$ cat src/rtl/piso_pkg.sv
// Shared definitions for the piso_tx serial transmitter.
// State encoding and bit-order constants used by the FSM and the shift register.
// Optional feature macro: PISO_PARITY_EN (adds the PARITY state to the word).
package piso_pkg;

    typedef enum logic [1:0] {
        IDLE   = 2'd0,
        SHIFT  = 2'd1,
        PARITY = 2'd2
    } state_t;

    localparam bit MSB_FIRST_ORDER = 1'b1;
    localparam bit LSB_FIRST_ORDER = 1'b0;

endpackage

$ cat src/rtl/piso_shift_reg.sv
// Loadable WIDTH-bit shift register with asynchronous reset.
// Load has priority over shift. next_bit is the bit that becomes the
// head of the word after the next shift, so the transmitter can register
// it straight into its serial output flop.
module piso_shift_reg
    import piso_pkg::*;
#(
    parameter int WIDTH     = 8,
    parameter bit MSB_FIRST = 1'b1
) (
    input  logic             clk,
    input  logic             reset,
    input  logic             load,
    input  logic             shift_en,
    input  logic [WIDTH-1:0] din,
    output logic             next_bit
);

    logic [WIDTH-1:0] q;
    logic [WIDTH-1:0] q_next;

    // Select the next register contents: load a new word, shift toward the head, or hold.
    always_comb begin
        q_next = q;
        if (load) begin
            q_next = din;
        end else if (shift_en) begin
            if (MSB_FIRST == LSB_FIRST_ORDER) begin
                q_next = {1'b0, q[WIDTH-1:1]};
            end else begin
                q_next = {q[WIDTH-2:0], 1'b0};
            end
        end
    end

    // d_ff-style storage with asynchronous clear.
    always_ff @(posedge clk or posedge reset) begin
        if (reset) begin
            q <= '0;
        end else begin
            q <= q_next;
        end
    end

    assign next_bit = (MSB_FIRST == LSB_FIRST_ORDER) ? q[1] : q[WIDTH-2];

endmodule

$ cat src/rtl/piso_tx.sv
// Parallel-in serial-out transmitter with valid/ready load handshake.
// A word is accepted on load_valid & load_ready and its first bit leaves on
// sout the following cycle, framed by frame (first bit) and done (last bit).
// A new word can be accepted on the final cycle of the current one so words
// stream back to back without gaps.
// Optional feature macro: PISO_PARITY_EN appends an even parity bit cycle.
module piso_tx
    import piso_pkg::*;
#(
    parameter int WIDTH     = 8,
    parameter bit MSB_FIRST = 1'b1
) (
    input  logic             clk,
    input  logic             reset,
    input  logic             load_valid,
    output logic             load_ready,
    input  logic [WIDTH-1:0] din,
    output logic             sout,
    output logic             sout_valid,
    output logic             frame,
    output logic             busy,
    output logic             done
);

    localparam int CW = (WIDTH > 1) ? $clog2(WIDTH) : 1;
    localparam logic [CW-1:0] LAST_IDX   = CW'(WIDTH - 1);
    localparam logic [CW-1:0] PENULT_IDX = CW'(WIDTH - 2);

    state_t        state;
    logic [CW-1:0] cnt;
    logic          accept;
    logic          last_bit;
    logic          shift_en;
    logic          next_bit;
    logic          first_bit;
`ifdef PISO_PARITY_EN
    logic          parity_q;
`endif

    assign accept    = load_valid && load_ready;
    assign last_bit  = (cnt == LAST_IDX);
    assign shift_en  = (state == SHIFT) && !last_bit;
    assign first_bit = (MSB_FIRST == MSB_FIRST_ORDER) ? din[WIDTH-1] : din[0];

    piso_shift_reg #(
        .WIDTH     (WIDTH),
        .MSB_FIRST (MSB_FIRST)
    ) u_shift_reg (
        .clk      (clk),
        .reset    (reset),
        .load     (accept),
        .shift_en (shift_en),
        .din      (din),
        .next_bit (next_bit)
    );

    // Word sequencing FSM: handshake, bit counter and all registered outputs.
    always_ff @(posedge clk or posedge reset) begin
        if (reset) begin
            state      <= IDLE;
            cnt        <= '0;
            sout       <= 1'b0;
            sout_valid <= 1'b0;
            frame      <= 1'b0;
            busy       <= 1'b0;
            done       <= 1'b0;
            load_ready <= 1'b1;
`ifdef PISO_PARITY_EN
            parity_q   <= 1'b0;
`endif
        end else begin
            case (state)
                IDLE: begin
                    if (accept) begin
                        state      <= SHIFT;
                        cnt        <= '0;
                        sout       <= first_bit;
                        sout_valid <= 1'b1;
                        frame      <= 1'b1;
                        busy       <= 1'b1;
                        done       <= 1'b0;
                        load_ready <= 1'b0;
`ifdef PISO_PARITY_EN
                        parity_q   <= ^din;
`endif
                    end
                end

                SHIFT: begin
                    if (!last_bit) begin
                        cnt        <= cnt + 1'b1;
                        sout       <= next_bit;
                        frame      <= 1'b0;
`ifdef PISO_PARITY_EN
                        done       <= 1'b0;
                        load_ready <= 1'b0;
`else
                        done       <= (cnt == PENULT_IDX);
                        load_ready <= (cnt == PENULT_IDX);
`endif
                    end
`ifdef PISO_PARITY_EN
                    else begin
                        state      <= PARITY;
                        sout       <= parity_q;
                        frame      <= 1'b0;
                        done       <= 1'b1;
                        load_ready <= 1'b1;
                    end
`else
                    else if (accept) begin
                        cnt        <= '0;
                        sout       <= first_bit;
                        sout_valid <= 1'b1;
                        frame      <= 1'b1;
                        busy       <= 1'b1;
                        done       <= 1'b0;
                        load_ready <= 1'b0;
                    end else begin
                        state      <= IDLE;
                        cnt        <= '0;
                        sout_valid <= 1'b0;
                        frame      <= 1'b0;
                        busy       <= 1'b0;
                        done       <= 1'b0;
                        load_ready <= 1'b1;
                    end
`endif
                end

`ifdef PISO_PARITY_EN
                PARITY: begin
                    if (accept) begin
                        state      <= SHIFT;
                        cnt        <= '0;
                        sout       <= first_bit;
                        sout_valid <= 1'b1;
                        frame      <= 1'b1;
                        busy       <= 1'b1;
                        done       <= 1'b0;
                        load_ready <= 1'b0;
                        parity_q   <= ^din;
                    end else begin
                        state      <= IDLE;
                        cnt        <= '0;
                        sout_valid <= 1'b0;
                        frame      <= 1'b0;
                        busy       <= 1'b0;
                        done       <= 1'b0;
                        load_ready <= 1'b1;
                    end
                end
`endif

                default: begin
                    state      <= IDLE;
                    cnt        <= '0;
                    sout_valid <= 1'b0;
                    frame      <= 1'b0;
                    busy       <= 1'b0;
                    done       <= 1'b0;
                    load_ready <= 1'b1;
                end
            endcase
        end
    end

endmodule

$ cat config.mk
export PLATFORM = sky130hd
export DESIGN_NAME = piso_tx
export DESIGN_NICKNAME = d
export VERILOG_FILES = /design/src/rtl/piso_pkg.sv /design/src/rtl/piso_shift_reg.sv /design/src/rtl/piso_tx.sv
export SDC_FILE = /design/constraint.sdc
export NUM_CORES = 1
export LEC_CHECK = 0
export ABC_AREA = 1
export CAP_MARGIN = 20
export CORE_MARGIN = 2
export CORE_UTILIZATION = 35
export DETAILED_ROUTE_END_ITERATION = 8
export PLACE_DENSITY_LB_ADDON = 0.2
export SLEW_MARGIN = 20
export SYNTH_ARGS = -nofsm -noshare
export SYNTH_HDL_FRONTEND = slang
export SYNTH_SLANG_ARGS = --single-unit
$ cat constraint.sdc
create_clock -name clk -period 3.8 [get_ports clk]
set_input_delay 0.57 -clock clk [delete_from_list [all_inputs] [get_ports clk]]
set_output_delay 0.57 -clock clk [all_outputs]
set_load 0.03 [all_outputs]
# Word level (Yosys, flattened, before mapping)
# Cells that the tools add are included.
# op_classes
eq_ne	6
magnitude_cmp	0
n_div	0
reduce_logical	8
n_bitwise	0
n_mul	0
shift	0
mux	24
add_sub_neg	1
# op_table
op	n
$mux 7	2
$mux 1	10
$pmux 1 s2	5
$eq 3x3->1 const B	2
$mux 2	3
$mux 3	2
$ne 2x2->1 const B	3
$pmux 3 s2	1
$pmux 2 s2	1
$reduce_bool 2->1	2
$add 3x1->3 const B	1
$reduce_and 3->1	1
$eq 2x1->1 const B	1
$logic_and 1x1->1	2
$logic_not 2->1	1
$reduce_and 2->1	1
$logic_not 1->1	1
# word_totals
memories	0
mem_bits_rw	0
word_cells	47
inputBits	11
output_inout_bits	6
latch_bits	0
romBits	0
register_bits	17

# Logic depth before layout (Yosys ltp)
# Gate-level depths: netlist of run 1.
# logic_depth
word_depth	5
mapped_depth	8
depth_no_buf	8

# Hierarchy
# A second synthesis of run 1 with hierarchy kept.
# hier_totals
cells_unflattened	87
area_unflattened_um2	757.0
# by_module_without_submodules
module	cells_each	area_per_inst_um2	n_inst
piso_tx	49	435.4	1
piso_shift_reg	38	321.6	1

# Worst setup path before layout of run 1
# OpenSTA, ideal clock, no wires.
# synth_timing
kind	register to register
startpoint	reg cnt[0]
endpoint	reg u_shift_reg.q[0]
setup_ns	0.116
path_slack_ns	2.453
t_arrival_ns	1.230
stages_incl_launch_ff	9
period_less_slack_ns	1.347
required_ns	3.684
path_cell_list	dfrtp_1 ha_1 ha_1 inv_1 nand2_1 nand2_2 inv_2 nand2_1 nand2_1
# synth_between
elab_chain_cells	4
# synth_rtl
element	line	source
start: declaration	piso_tx.sv:30	logic [CW-1:0] cnt;
start signal: assignment	piso_tx.sv:91	cnt <= cnt + 1'b1;
$eq 3x3->1	piso_tx.sv:41	assign last_bit = (cnt == LAST_IDX);
$logic_not 1->1	n/a	
$logic_and 1x1->1	piso_tx.sv:42	assign shift_en = (state == SHIFT) && !last_bit;
$reduce_bool 2->1 (no line)	n/a	
end signal: assignment	piso_shift_reg.sv:41	q <= q_next;
end: declaration	piso_shift_reg.sv:19	logic [WIDTH-1:0] q;
# No other way between the ends.
# A chain may end at the register's enable or synchronous reset.

# Final worst setup path of run 1
# layout_timing
startpoint	reg load_ready
endpoint	out load_ready
# layout_rtl
element	line	source
start: declaration	piso_tx.sv:16	output logic load_ready,
start signal: assignment	piso_tx.sv:99	load_ready <= (cnt == PENULT_IDX);
# No word-level cell between the ends.

==> impl_metrics.tcl, run 1 <==
set metrics [dict create \
    vias 633 \
    worstHoldPathCells 2 \
    cts_made_buffers 3 \
    status "complete, no violations" \
    grt_max_degree 17 \
    ctsResizeCount 0 \
    core_area_um2 2020 \
    ctsHoldBuffers 0 \
    initial_utilization_pct 38.0 \
    clock_latency_ns 0.29 \
    pwr_density_cell_nw_per_um2 750 \
    reg2reg_slack_ns 2.30 \
    cts-root-buf "clkbuf_4" \
    routed_wl_um 1500 \
    slew_headroom_pct 59.9 \
    syn_area_um2 768 \
    worst_slew_pin_slew_ns 0.601 \
    yosys_warnings 0 \
    clk_path_buf_depth 2 \
    area_growth_pct 26.9 \
    yosysSeqAreaShare_pct 52.3 \
    max-vdd-ir-drop_mv 0.367 \
    min_from "u_shift_reg.q[1]$_DFFE_PP0P_" \
    grt_setup_unrepaired "false" \
    rows 16 \
    antenna_cells 0 \
    antenna_found_initial 0 \
    r2r_end "u_shift_reg.q[1]$_DFFE_PP0P_" \
    maxSlewViolCount 0 \
    syn_area_per_cell_um2 8.09 \
    worstPathMaxFanout 9 \
    p_total_mw 0.731 \
    yosysTopAreaCell "dfrtp_1" \
    cp.required_ns 3.23 \
    routedWlPerCell_um 10.8 \
    hold_viol_final 0 \
    cap_violations 0 \
    fin_crit_ns 2.19 \
    gp_congestion 0.861 \
    clock_skew_ns 0.00444 \
    fillers 206 \
    nets 127 \
    syn_inst 95 \
    synth_cell_types 14 \
    hold_path_class "register to register" \
    setup_tns_ns 0 \
    synthTopCellsByArea "dfrtp_1 49%, nand2_1 21%, nand3_1 7.8%, ha_1 4.9%, dfstp_2 3.4%" \
    io_pins 17 \
    rr_startpoint "cnt[0]$_DFFE_PP0P_" \
    cp-start-kind "register" \
    cp-end-kind "primary output" \
    syn_nets 109 \
    grt_overflow 0 \
    post-route-period-util_pct 57.5 \
    ant_nets 0 \
    crit_buf_inv 1 \
    die_width_um 50.9 \
    dr.first_iter.drc_count 14 \
    ff2ff_path_depth 8 \
    die_area_um2 2590 \
    multi_input_area_um2 313 \
    cts_tree "done" \
    ys_ff_latch 16 \
    slowest_delay_ns 0.69 \
    layout_setup_ws_ns 1.61 \
    drc 0 \
    regArea_um2 402 \
    hold_path_end "u_shift_reg.q[1]$_DFFE_PP0P_" \
    setup_viol 0 \
    path_clk_slew_ns 0.10 \
    grt_pass1_wl_um 2600 \
    grt_usage_pct 13.7 \
    arrival_ns 1.62 \
    fmax_mhz 457 \
    drtPass1Iterations 4 \
    yosysTopAreaCellShare_pct 48.9 \
    critical_path.cell_chain "clkdlybuf4s50_1" \
    clock-sinks 16 \
    cpMaxStageDelayCell "clkdlybuf4s50_1" \
    pre_cts_ws_ns 1.86 \
    avgViaCountPerCell 4.55 \
    htree_levels 1 \
    hpwl_um 1150 \
    layout-drive-gt1-share_pct 8.04 \
    worstSetupPathType "register to primary output" \
    p_leak_nw 0.523 \
    port_buffers 16 \
    cts_setup_buffers 0 \
    die_h_um 50.9 \
    critPathTopFamily "buffers and inverters" \
    grt_pass1_vias 600 \
]
## per-stage QoR
| stage | cell area [um^2] | cells | utilization [%] | hold slack, ns |
|---|---|---|---|---|
| after floorplan | 768 | 95 | - | 0.442 |
| after global placement | 938 | 135 | 46.4 | 0.462 |
| after detailed placement | 938 | 135 | 46.4 | 0.466 |
| after CTS | 975 | 139 | 48.2 | 0.488 |
| after global routing | 975 | 139 | 48.2 | 0.520 |
| final | 975 | 139 | 48.2 | 0.485 |
## cell type report
type                       instances  area share, %
clock buffer                       4           3.72
multi-input combinational         68           32.1
sequential                        16           41.2
timing repair buffer              16           16.4
inverter                           8           3.08
tap                               27           3.47
## cell usage in the layout (no fill, tap or decap)
master / count
dfrtp_1: 15
inv_2: 1
clkbuf_4: 3
nand3_1: 12
nand3_2: 1
clkdlybuf4s50_1: 16
o21ai_0: 4
clkbuf_8: 1
ha_1: 3
nor2_1: 4
dfstp_2: 1
nand2_2: 2
inv_1: 7
nand2_1: 42
## sequential cells by signal, summed over array words and instances, names as in the netlist
register and flops:
busy 1, load_ready 1, done 1, frame 1, sout 1, u_shift_reg.q 7, cnt 3, state 1
## synth_stat cells
master,number
nand2_2,2
inv_1,7
ha_1,3
buf_6,1
nand3_1,12
nor2_1,4
buf_2,1
nand2_1,42
nand3_2,1
inv_2,1
dfstp_2,1
buf_4,1
o21ai_0,4
dfrtp_1,15
## power by group
part	internal, mW	total [mW]	switching, mW	leakage [nW]
Sequential	0.244	0.294	0.0505	0.201
Combinational	0.121	0.320	0.200	0.301
Clock	0.0584	0.117	0.0582	0.0210
Total	0.423	0.731	0.308	0.523
## routing by layer
metal | share of wire, % | global-route usage [%] | vias to the layer above | wire (um)
met3 | 4.5 | 2.05 | 5 | 68
met5 | 0 | 0 | - | 0
li1 | - | - | 329 | -
met2 | 42 | 20.6 | 17 | 632
met4 | 2.4 | 6.76 | 0 | 36
met1 | 51 | 19.2 | 282 | 762
## worst max-delay path by stage
stage                     slack [ns]  cells after the start                            to                   start
after floorplan                 2.45                      8  u_shift_reg.q[0]$_DFFE_PP0P_      cnt[0]$_DFFE_PP0P_
after global placement          1.89                      6  u_shift_reg.q[0]$_DFFE_PP0P_              load_valid
after detailed placement        1.86                      6  u_shift_reg.q[4]$_DFFE_PP0P_              load_valid
after CTS                       1.61                      1                    load_ready  load_ready$_DFFE_PP1P_
after global routing            1.55                      1                    load_ready  load_ready$_DFFE_PP1P_
final                           1.61                      1                    load_ready  load_ready$_DFFE_PP1P_
## cells by family after synthesis
kind of cell	share of synthesized area, %
simple gates	33.2
flops	52.3
buf+inv	7.00
compound gates	2.61
fa+ha+maj	4.89
Power figures use the tool's default switching activity.
==> run 2: changes to the inputs <==
==> constraint.sdc (replaced) <==
create_clock -name clk -period 2.1 [get_ports clk]
set_input_delay 0.315 -clock clk [delete_from_list [all_inputs] [get_ports clk]]
set_output_delay 0.315 -clock clk [all_outputs]
set_load 0.03 [all_outputs]
==> run 2 against run 1 <==
  * Final cell count unchanged
  * Clock skew up 0.0026 ns
  * Register-to-register slack worse by 1.7 ns
  * Sequential power up 83%
  * Critical path type unchanged
  * Highest routed layer unchanged
==> impl_metrics.tcl, run 2 (synthesis results as in run 1) <==
set metrics [dict create \
    path_clk_slew_ns 0.10 \
    fmax_mhz 515 \
    critPathTopFamily "buffers and inverters" \
    maxSlewViolCount 0 \
    path_depth 1 \
    place_area_um2 938 \
    largest-register "u_shift_reg.q" \
    ctsResizeCount 0 \
    vias 623 \
    worstPathMaxFanout 9 \
    nets 127 \
    clock-sinks 16 \
    arrival_ns 1.62 \
    max-vdd-ir-drop_mv 0.627 \
    grt_pass1_wl_um 2550 \
    clk_path_buf_depth 2 \
    drc 0 \
    postLayoutCoreUtil_pct 48.2 \
    slew_headroom_pct 59.1 \
    grt_max_degree 17 \
    ant_nets 0 \
    port_buffers 16 \
    setup_tns_ns 0 \
    largest_register_ffs 7 \
    crit_end "load_ready" \
    cap_violations 0 \
    post-route-period-util_pct 92.4 \
    cp-end-kind "primary output" \
    cp.required_ns 1.78 \
    io_pins 17 \
    htree_levels 1 \
    cp-start-kind "register" \
    stdcell_count 139 \
    pre_cts_ws_ns 0.411 \
    cpMaxStageDelayCell "clkdlybuf4s50_1" \
    grt_overflow 0 \
    grt_usage_pct 13.7 \
    routedWlPerCell_um 10.9 \
    fin_crit_ns 1.94 \
    hold_viol_final 0 \
    final_cell_mix "42 x nand2_1, 16 x clkdlybuf4s50_1, 15 x dfrtp_1" \
    cts_tree "done" \
    r2r_end "u_shift_reg.q[1]$_DFFE_PP0P_" \
    drtPass1Iterations 4 \
    slowest_delay_ns 0.70 \
    layout_setup_ws_ns 0.160 \
    routed_wl_um 1510 \
    reg2reg_slack_ns 0.60 \
    p_leak_nw 0.523 \
    worstSetupPathType "register to primary output" \
    dr.first_iter.drc_count 13 \
    grt_pass1_vias 592 \
    ff2ff_path_depth 8 \
    grt_setup_unrepaired "false" \
    worst_slew_pin_slew_ns 0.613 \
    initial_utilization_pct 38.0 \
    crit_buf_inv 1 \
    critPathLaunch "load_ready$_DFFE_PP1P_" \
    hold_path_class "primary input to asynchronous set/reset pin" \
    clock_skew_ns 0.00706 \
    status "complete, no violations" \
    antenna_cells 0 \
    layout_commonest_cell "nand2_1" \
    pwr_density_cell_nw_per_um2 1360 \
    reg_top3 "u_shift_reg.q (7), cnt (3)" \
    setup_viol 0 \
    cts-root-buf "clkbuf_4" \
    area_growth_pct 26.9 \
    clock_latency_ns 0.30 \
    gp_congestion 0.859 \
    die_width_um 50.9 \
    dp.cells 135 \
    ctsHoldBuffers 0 \
    hpwl_um 1130 \
    cts_made_buffers 3 \
    cts_setup_buffers 0 \
    final_area_um2 975 \
    antenna_found_initial 0 \
    die_h_um 50.9 \
    critical_path.cell_chain "clkdlybuf4s50_1" \
    avgViaCountPerCell 4.48 \
    die_area_um2 2590 \
    rows 16 \
    layout-drive-gt1-share_pct 8.04 \
    rr_startpoint "cnt[0]$_DFFE_PP0P_" \
    core_area_um2 2020 \
]
## run 2: layout make-up
class,count,area (um^2)
well taps,27,33.8
repair buffers,16,160
flip-flops and latches,16,402
inverters,8,30.0
multi-input cells,68,313
clock buffers,4,36.3
fillers,199,1050
## run 2: metrics by stage
step | power [mW] | hold slack [ns]
2_1_floorplan | 0.947 | 0.228
3_3_place_gp | 1.12 | 0.462
3_5_place_dp | 1.12 | 0.461
4_1_cts | 1.34 | 0.408
5_1_grt | 1.45 | 0.457
6_report | 1.33 | 0.376
## run 2: worst min path at each step
stage / start / end / depth (start not counted)
after global placement: u_shift_reg.q[4]$_DFFE_PP0P_ / u_shift_reg.q[4]$_DFFE_PP0P_ / 2
after floorplan: reset / busy$_DFFE_PP0P_ / 1
after detailed placement: u_shift_reg.q[3]$_DFFE_PP0P_ / u_shift_reg.q[3]$_DFFE_PP0P_ / 2
final: reset / u_shift_reg.q[0]$_DFFE_PP0P_ / 2
after global routing: reset / state[0]$_DFFE_PP0P_ / 2
after CTS: reset / u_shift_reg.q[4]$_DFFE_PP0P_ / 2
## run 2: metal layers
layer / global-route usage (%) / part of all wire (%) / up-vias
li1: - / - / 327
met1: 18.7 / 48 / 274
met2: 20.2 / 44 / 17
met3: 3.51 / 6.0 / 5
met4: 6.76 / 2.4 / 0
met5: 0 / 0 / -
## run 2: power breakdown
| part | internal, mW | switching (mW) | leakage [nW] |
|---|---|---|---|
| sequential | 0.442 | 0.0962 | 0.201 |
| combinational | 0.218 | 0.358 | 0.301 |
| clock | 0.106 | 0.106 | 0.0210 |
| total | 0.765 | 0.561 | 0.523 |
==> run 3: changes to the inputs <==
--- a/config.mk
+++ b/config.mk
@@ -10,7 +10,7 @@
 export CORE_MARGIN = 2
 export CORE_UTILIZATION = 35
 export DETAILED_ROUTE_END_ITERATION = 8
-export PLACE_DENSITY_LB_ADDON = 0.2
+export PLACE_DENSITY = 0.67
 export SLEW_MARGIN = 20
 export SYNTH_ARGS = -nofsm -noshare
 export SYNTH_HDL_FRONTEND = slang
==> run 3 against run 2 <==
  * Register-to-register slack worse by 0.05 ns
  * Clock skew is 0.0089 ns higher
  * Flip-flop and latch count stayed put
==> impl_metrics.tcl, run 3 (synthesis results as in run 1) <==
set metrics [dict create \
    status "complete, no violations" \
    area_growth_pct 25.6 \
    routed_wl_um 1470 \
    layout-drive-gt1-share_pct 7.14 \
    fillers 205 \
    clock_skew_ns 0.0159 \
    rr_startpoint "cnt[0]$_DFFE_PP0P_" \
    regArea_um2 402 \
    worst_slew_pin_slew_ns 0.592 \
    routedWlPerCell_um 10.6 \
    arrival_ns 1.60 \
    cts_setup_buffers 0 \
    antenna_found_initial 0 \
    r2r_end "u_shift_reg.q[0]$_DFFE_PP0P_" \
    grt_setup_unrepaired "false" \
    cp.required_ns 1.78 \
    holdWs_ns 0.394 \
    cpMaxStageDelayCell "clkdlybuf4s50_1" \
    cap_violations 0 \
    path_clk_slew_ns 0.10 \
    critPathLaunch "load_ready$_DFFE_PP1P_" \
    drc 0 \
    pwr_density_cell_nw_per_um2 1330 \
    io_pins 17 \
    hpwl_um 1140 \
    critPathTopFamily "buffers and inverters" \
    nets 127 \
    ff2ff_path_depth 8 \
    die_h_um 50.9 \
    cts_made_buffers 3 \
    reg2reg_slack_ns 0.55 \
    vias 641 \
    slowest_delay_ns 0.70 \
    final_cell_mix "42 x nand2_1, 16 x clkdlybuf4s50_1, 15 x dfrtp_1" \
    worstPathMaxFanout 9 \
    grt_overflow 0 \
    slew_headroom_pct 60.5 \
    antenna_cells 0 \
    grt_max_degree 17 \
    stdcell_count 139 \
    initial_utilization_pct 38.0 \
    clk_path_buf_depth 2 \
    gp_congestion 0.894 \
    critical_path.cell_chain "clkdlybuf4s50_1" \
    max-vdd-ir-drop_mv 0.527 \
    fin_crit_ns 1.91 \
    p_leak_nw 0.517 \
    reg_top3 "u_shift_reg.q (7), cnt (3)" \
    postLayoutCoreUtil_pct 47.7 \
    cts-root-buf "clkbuf_4" \
    clock-sinks 16 \
    rows 16 \
    drtPass1Iterations 4 \
    pre_cts_ws_ns 0.382 \
    clock_latency_ns 0.28 \
    post-route-period-util_pct 91.0 \
    grt_pass1_vias 575 \
    hold_path_class "primary input to asynchronous set/reset pin" \
    die_width_um 50.9 \
    grt_pass1_wl_um 2370 \
    cts_tree "done" \
    cp-end-kind "primary output" \
    hold_viol_final 0 \
    layout_commonest_cell "nand2_1" \
    largest_register_ffs 7 \
    avgViaCountPerCell 4.61 \
    dr.first_iter.drc_count 7 \
    port_buffers 16 \
    cp-start-kind "register" \
    crit_end "load_ready" \
    grt_usage_pct 12.4 \
    setup_tns_ns 0 \
    crit_buf_inv 1 \
    largest-register "u_shift_reg.q" \
    ctsHoldBuffers 0 \
    worstSetupPathType "register to primary output" \
    path_depth 1 \
    fmax_mhz 523 \
    dp.cells 135 \
    setup_viol 0 \
    ctsResizeCount 0 \
    maxSlewViolCount 0 \
    core_area_um2 2020 \
    ant_nets 0 \
    die_area_um2 2590 \
    layout_setup_ws_ns 0.190 \
    multi_input_area_um2 313 \
    htree_levels 1 \
]
-- run 3: changes by cell type in the layout (fill, tap and decap cells not counted) --
| cell | delta |
|---|---|
| clkbuf_1 | +1 |
| clkbuf_8 | -1 |
-- run 3: layer usage --
metal / track usage, % / share of wire (%) / up-vias
li1: - / - / 328
met1: 16.5 / 49 / 289
met2: 19.5 / 46 / 20
met3: 2.63 / 4.0 / 4
met4: 5.41 / 1.4 / 0
met5: 0 / 0 / -
-- run 3: how the worst min path moves through the flow --
stage	from	endpoint	slack, ns	cells after the start
6_report	reset	cnt[1]$_DFFE_PP0P_	0.39	2
5_1_grt	reset	frame$_DFFE_PP0P_	0.46	2
4_1_cts	reset	cnt[1]$_DFFE_PP0P_	0.42	2
3_5_place_dp	u_shift_reg.q[6]$_DFFE_PP0P_	u_shift_reg.q[6]$_DFFE_PP0P_	0.46	2
3_3_place_gp	u_shift_reg.q[1]$_DFFE_PP0P_	u_shift_reg.q[1]$_DFFE_PP0P_	0.46	2
2_1_floorplan	reset	busy$_DFFE_PP0P_	0.23	1
-- run 3: area by class of cell --
| type | instances | area share (%) |
|---|---|---|
| repair buffers | 16 | 16.6 |
| clock buffers | 4 | 2.72 |
| inverters | 8 | 3.11 |
| flip-flops and latches | 16 | 41.6 |
| multi-input cells | 68 | 32.4 |
| well taps | 27 | 3.50 |
-- run 3: report_power, final --
part	total [mW]	internal (mW)	switching, mW	leakage, nW
combinational	0.574	0.220	0.355	0.301
clock	0.163	0.0735	0.0898	0.0150
sequential	0.541	0.442	0.0988	0.201
-- run 3: through the flow --
step | total power, mW | cell area [um^2]
5_1_grt | 1.39 | 965
2_1_floorplan | 0.947 | 768
3_5_place_dp | 1.13 | 938
3_3_place_gp | 1.11 | 938
4_1_cts | 1.30 | 965
6_report | 1.28 | 965
